[config.mk]
export PLATFORM = sky130hd
export DESIGN_NAME = regfile_wb_queue
export DESIGN_NICKNAME = d
export VERILOG_FILES = /design/src/rtl/regfile_pkg.sv /design/src/rtl/wbq_match.sv /design/src/rtl/regfile_wb_queue.sv
export SDC_FILE = /design/constraint.sdc
export NUM_CORES = 1
export LEC_CHECK = 0
export ABC_AREA = 1
export BUFFER_PORTS_ARGS = -buffer_cell sky130_fd_sc_hd__buf_4
export CAP_MARGIN = 20
export CORE_MARGIN = 2
export CORE_UTILIZATION = 38
export CTS_CLUSTER_DIAMETER = 150
export DETAILED_ROUTE_END_ITERATION = 16
export REMOVE_ABC_BUFFERS = 1
export SLEW_MARGIN = 20
export SYNTH_ARGS = -nofsm -noshare
export SYNTH_HDL_FRONTEND = slang
export SYNTH_SLANG_ARGS = --single-unit
export TNS_END_PERCENT = 100
[constraint.sdc]
create_clock -name clk -period 3.05 [get_ports clk]
set_clock_uncertainty 0.2 [all_clocks]
set_input_delay 0.4575 -clock clk [delete_from_list [all_inputs] [get_ports clk]]
set_output_delay 0.4575 -clock clk [all_outputs]
set_load 0.01 [all_outputs]
[src/rtl/regfile_pkg.sv]
// Shared widths and the queue entry type for the register-file writeback path.
package regfile_pkg;
   localparam int REG_ADDR_W = 5;
   localparam int DATA_W     = 32;
   localparam int WBQ_DEPTH  = 4;
   localparam int PTR_W      = 2;
   localparam int CNT_W      = 3;

   typedef struct packed {
      logic [REG_ADDR_W-1:0] addr;
      logic [DATA_W-1:0]     data;
   } wb_entry_t;
endpackage

[src/rtl/wbq_match.sv]
// Youngest-match search over the valid queue entries for decode-stage bypass.
module wbq_match
   import regfile_pkg::*;
(
   input  wb_entry_t [WBQ_DEPTH-1:0] entries,
   input  logic [PTR_W-1:0]          rd_ptr,
   input  logic [CNT_W-1:0]          count,
   input  logic [REG_ADDR_W-1:0]     lookup_reg,
   output logic                      hit,
   output logic [DATA_W-1:0]         data
);

   logic [PTR_W-1:0] idx;

   // Walk oldest to youngest so the last match seen is the youngest one.
   always_comb begin
      hit  = 1'b0;
      data = '0;
      idx  = '0;
      for (int k = 0; k < WBQ_DEPTH; k++) begin
         idx = rd_ptr + PTR_W'(k);
         if ((CNT_W'(k) < count) && (lookup_reg != '0) &&
             (entries[idx].addr == lookup_reg)) begin
            hit  = 1'b1;
            data = entries[idx].data;
         end
      end
   end

endmodule

[src/rtl/regfile_wb_queue.sv]
// 4-entry in-order writeback FIFO feeding the single register-file write port.
// Define REGFILE_WB_QUEUE_BYPASS_EN to build the pending-write lookup; otherwise lookup_* read 0.
module regfile_wb_queue
   import regfile_pkg::*;
(
   input  logic                  clk,
   input  logic                  rst,
   input  logic                  in_valid,
   output logic                  in_ready,
   input  logic [REG_ADDR_W-1:0] in_reg,
   input  logic [DATA_W-1:0]     in_data,
   input  logic                  wr_hold,
   output logic                  wr_en,
   output logic [REG_ADDR_W-1:0] wr_reg,
   output logic [DATA_W-1:0]     wr_data,
   input  logic [REG_ADDR_W-1:0] lookup_reg,
   output logic                  lookup_hit,
   output logic [DATA_W-1:0]     lookup_data,
   output logic [CNT_W-1:0]      count
);

   wb_entry_t [WBQ_DEPTH-1:0] mem;
   wb_entry_t                 head;
   logic [PTR_W-1:0]          wr_ptr;
   logic [PTR_W-1:0]          rd_ptr;
   logic [CNT_W-1:0]          cnt_q;
   logic                      push;
   logic                      pop;

   assign count    = cnt_q;
   assign in_ready = (cnt_q < CNT_W'(WBQ_DEPTH));
   assign wr_en    = (cnt_q != '0) && !wr_hold;
   assign head     = mem[rd_ptr];
   assign wr_reg   = wr_en ? head.addr : '0;
   assign wr_data  = wr_en ? head.data : '0;

   // Writes to r0 are architecturally discarded, so they are accepted but never queued.
   assign push = in_valid && in_ready && (in_reg != '0);
   assign pop  = wr_en;

   always_ff @(posedge clk or posedge rst) begin
      if (rst) begin
         wr_ptr <= '0;
         rd_ptr <= '0;
         cnt_q  <= '0;
      end else begin
         if (push) wr_ptr <= wr_ptr + PTR_W'(1);
         if (pop)  rd_ptr <= rd_ptr + PTR_W'(1);
         cnt_q <= cnt_q + CNT_W'(push) - CNT_W'(pop);
      end
   end

   // Storage is left unreset; validity comes only from the pointers and count.
   always_ff @(posedge clk) begin
      if (push) mem[wr_ptr] <= '{addr: in_reg, data: in_data};
   end

`ifdef REGFILE_WB_QUEUE_BYPASS_EN
   wbq_match u_match (
      .entries    (mem),
      .rd_ptr     (rd_ptr),
      .count      (cnt_q),
      .lookup_reg (lookup_reg),
      .hit        (lookup_hit),
      .data       (lookup_data)
   );
`else
   logic unused_lookup;
   assign unused_lookup = ^lookup_reg;
   assign lookup_hit    = 1'b0;
   assign lookup_data   = '0;
`endif

endmodule
==> load_flow_metrics.sql <==
INSERT INTO impl_metrics (metric_group, metric, value, unit) VALUES
('route', 'dr.pass1.iters', '4', ''),
('logic_synthesis', 'synth.lib_cells_used.distinct', '19', ''),
('route', 'drc', '0', ''),
('global_routing', 'vias_in_the_first_global_route', '4152', ''),
('hold_path', 'min_path_cells', '1', ''),
('power', 'power_density', '870', 'nW/um^2'),
('route', 'initialDrtViolationCount', '243', ''),
('floorplan', 'chipHeight', '140', 'um'),
('layout', 'antenna-diode-count', '0', ''),
('floorplan', 'start_util', '38.7', '%'),
('clock_network', 'cts.root.buffer_cell', 'sky130_fd_sc_hd__clkbuf_16', ''),
('logic_synthesis', 'post_synth.cell_area_avg', '10.4', 'sq um'),
('route', 'routed_wirelength', '14000', 'um'),
('sta', 'setup_violations', '0', ''),
('run_status', 'status', 'completed', ''),
('clock_network', 'h-tree-depth', '4', ''),
('route', 'vias', '4415', ''),
('floorplan', 'fp-row-count', '49', ''),
('layout', 'drive_gt1_share', '17.3', '%'),
('clock_network', 'num_cts_buffers', '17', ''),
('sta', 'layout_min_cycle_time', '2690', 'ps'),
('worst_setup_path', 'cp_data_required_time', '2390', 'ps'),
('global_routing', 'antenna_found_initial', '0', ''),
('hold_path', 'hold_path.class', 'in2reg', ''),
('layout', 'final_net_count', '814', ''),
('worst_setup_path', 'r2r_start', 'count[1]', ''),
('worst_setup_path', 'timing.rr.end', 'count[2]', ''),
('layout', 'finalNonFillerCells', '1003', ''),
('clock_network', 'cts_tree', 'done', ''),
('route', 'wl_met2', '7250', 'um'),
('sta', 'tightestPinTransition', '579', 'ps'),
('global_routing', 'grt_use_total', '14.8', '%'),
('worst_setup_path', 'rr_worst_depth', '11', ''),
('sta', 'clock.fmax', '372', 'MHz'),
('logic_synthesis', 'synth.yosys.warnings', '0', ''),
('clock_network', 'clkTransAtPathRegs', '60', 'ps'),
('place', 'detailed_place.area', '7790', 'sq um'),
('sta', 'rsz0062_at_grt', 'no', ''),
('worst_setup_path', 'critPathKind', 'reg2out', ''),
('layout', 'post-route-cell-area', '8410', 'sq um'),
('route', 'wl_met1', '5840', 'um'),
('logic_synthesis', 'synth_top_area_share', '63.7', '%'),
('place', 'hpwl_dp', '8280', 'um'),
('logic_synthesis', 'synth.yosys.seq_area_share', '66.2', '%'),
('floorplan', 'die_w', '140', 'um'),
('run', 'max_cap_violations', '0', ''),
('route', 'post_detailed_route_via_to_cell_ratio', '4.40', ''),
('logic_synthesis', 'ys_top_cells_by_area', 'sky130_fd_sc_hd__edfxtp_1, sky130_fd_sc_hd__inv_1, sky130_fd_sc_hd__nand2_1', ''),
('layout', 'postLayoutCoreUtil', '46.6', '%'),
('place', 'portBuffers', '82', ''),
('place', 'placed_cells', '970', ''),
('logic_synthesis', 'instance_count_of_the_mapped_netlist', '674', ''),
('clock_network', 'cts_num_sinks', '155', ''),
('power', 'ir_drop', '0.464', 'mV'),
('global_routing', 'globalRouteOverflowTotal', '0', ''),
('worst_setup_path', 'timing.critical_path.from_type', 'register', ''),
('route', 'routed.top_layer', 'met4', ''),
('worst_setup_path', 'critPathArrivalTime', '2030', 'ps'),
('clock_network', 'cts.path.max_buffers', '2', ''),
('global_routing', 'largest_net_degree_at_the_start_of_global_routing', '77', ''),
('power', 'total_power', '7.31', 'mW'),
('hold_path', 'hold_end', 'mem[114]', ''),
('logic_synthesis', 'synth_seq_cells', '155', ''),
('power', 'power_leakage', '3.82', 'nW'),
('route', 'number_of_nets_with_antenna_violations_after_routing', '0', ''),
('floorplan', 'ios', '121', ''),
('worst_setup_path', 'rrSetupSlack', '770', 'ps'),
('worst_setup_path', 'crit_end_category', 'output pin', ''),
('logic_synthesis', 'synth.largest_area_cell', 'sky130_fd_sc_hd__edfxtp_1', ''),
('logic_synthesis', 'netlist_area', '6980', 'sq um'),
('floorplan', 'core_area', '18000', 'sq um'),
('sta', 'maxSlewViolCount', '0', ''),
('place', 'finalWeightedCongestion', '0.682', ''),
('sta', 'final-hold-violation-count', '0', ''),
('hold_path', 'holdCritStartpoint', 'in_data[3]', ''),
('global_routing', 'grt_pass1_wl', '21500', 'um'),
('sta', 'timing.max_slew.rel_slack', '61.4', '%'),
('floorplan', 'die_ar', '19500', 'sq um'),
('sta', 'final.period_utilization', '88.2', '%'),
('clock_network', 'clk_latency', '420', 'ps'),
('route', 'met3RoutedLength', '705', 'um'),
('layout', 'syn_to_final_growth', '20.4', '%'),
('route', 'post_drt_wl_per_cell', '14.0', 'um'),
('clock_network', 'post-cts-setup-buffers', '0', ''),
('worst_setup_path', 'crit_path_max_fanout', '24', '');
[layout by cell type, fill, tap and decap left out, types with 2 or more instances in the layout]
cell type,instances
sky130_fd_sc_hd__xnor2_1,2
sky130_fd_sc_hd__nor2_4,4
sky130_fd_sc_hd__nand2_1,158
sky130_fd_sc_hd__edfxtp_1,148
sky130_fd_sc_hd__a21oi_1,37
sky130_fd_sc_hd__dfrtp_2,2
sky130_fd_sc_hd__clkbuf_1,3
sky130_fd_sc_hd__bufinv_16,3
sky130_fd_sc_hd__inv_1,163
sky130_fd_sc_hd__conb_1,33
sky130_fd_sc_hd__inv_2,2
sky130_fd_sc_hd__clkinv_2,2
sky130_fd_sc_hd__nand3_1,77
sky130_fd_sc_hd__buf_4,91
sky130_fd_sc_hd__clkinvlp_4,3
sky130_fd_sc_hd__clkbuf_16,17
sky130_fd_sc_hd__buf_12,5
sky130_fd_sc_hd__ha_1,6
sky130_fd_sc_hd__nor2_1,4
sky130_fd_sc_hd__dfrtp_1,5
sky130_fd_sc_hd__clkbuf_8,2
[cells in the mapped netlist]
master / count
sky130_fd_sc_hd__inv_2: 2
sky130_fd_sc_hd__clkbuf_1: 7
sky130_fd_sc_hd__nor2_1: 8
sky130_fd_sc_hd__edfxtp_1: 148
sky130_fd_sc_hd__fa_1: 1
sky130_fd_sc_hd__xnor2_1: 2
sky130_fd_sc_hd__buf_2: 8
sky130_fd_sc_hd__conb_1: 1
sky130_fd_sc_hd__o21ai_0: 1
sky130_fd_sc_hd__nand2_1: 159
sky130_fd_sc_hd__buf_4: 39
sky130_fd_sc_hd__nand3_1: 77
sky130_fd_sc_hd__inv_1: 163
sky130_fd_sc_hd__buf_6: 4
sky130_fd_sc_hd__dfrtp_1: 7
sky130_fd_sc_hd__a21oi_1: 37
sky130_fd_sc_hd__ha_1: 6
sky130_fd_sc_hd__xor2_1: 1
sky130_fd_sc_hd__buf_1: 3
[cell type report]
cell class,instances,area [sq um]
Timing Repair Buffer,97,793
Inverter,165,619
Sequential cell,155,4620
Clock inverter,10,140
Multi-Input combinational cell,325,1480
Fill cell,1637,9620
Tap cell,229,287
Clock buffer,22,464
[cell families (layout without fill, tap and decap cells)]
kind of cell               Yosys count  count (layout)  synth area share, %
adders and majority gates            7               7                 1.36
and+or+nand+nor                    244             244                 14.5
xor gates and xnor gates             3               3                0.376
other                                1              33               0.0537
buffers and inverters              226             294                 14.8
DFF                                155             155                 66.2
AOI/OAI and AO/OA                   38              38                 2.72
[power breakdown]
part	total [mW]	switching (mW)	internal, mW
sequential	2.82	0.150	2.67
clock	2.12	0.788	1.33
combinational	2.37	1.48	0.893
[routing by layer]
layer	vias up	GRT usage [%]
met5	-	0
met4	0	5.58
met3	18	4.30
met2	113	26.0
met1	2061	17.2
li1	2223	-
[flip-flops by register name, indices dropped and copies added (netlist names)]
signal	count
rd_ptr	2
mem	148
count	3
wr_ptr	2
[how the worst max path moves through the flow]
stage | start | to | depth (start not counted) | slack (ps)
6_report | rd_ptr[1] | wr_data[19] | 5 | 360
5_1_grt | rd_ptr[1] | wr_data[0] | 4 | 220
4_1_cts | rd_ptr[1] | wr_data[31] | 4 | 270
3_5_place_dp | in_reg[1] | count[2] | 11 | 590
3_3_place_gp | in_reg[1] | count[2] | 11 | 610
2_1_floorplan | rd_ptr[0] | wr_data[0] | 4 | -330
[worst max-delay path: stages, from the launching register on]
cell and delay, ps:
sky130_fd_sc_hd__dfrtp_2 620, sky130_fd_sc_hd__inv_2 120, sky130_fd_sc_hd__buf_4 320, sky130_fd_sc_hd__nand3_1 120, sky130_fd_sc_hd__a21oi_1 260, sky130_fd_sc_hd__buf_4 170
[through the flow]
| stage | hold slack [ps] | TNS, ps | setup slack (ps) |
|---|---|---|---|
| finish | 37.4 | 0 | 360 |
| CTS | 15.0 | 0 | 272 |
| global placement | 230 | 0 | 606 |
| floorplan | 60.9 | -12190 | -330 |
| global route | 16.7 | 0 | 220 |
| detailed placement | 235 | 0 | 593 |
[timing repair]
action                                 CTS  global route
resized for setup                        0             0
endpoints found under the hold margin    7             0
hold buffers                             1             0
(Power assumes the default switching activity.)
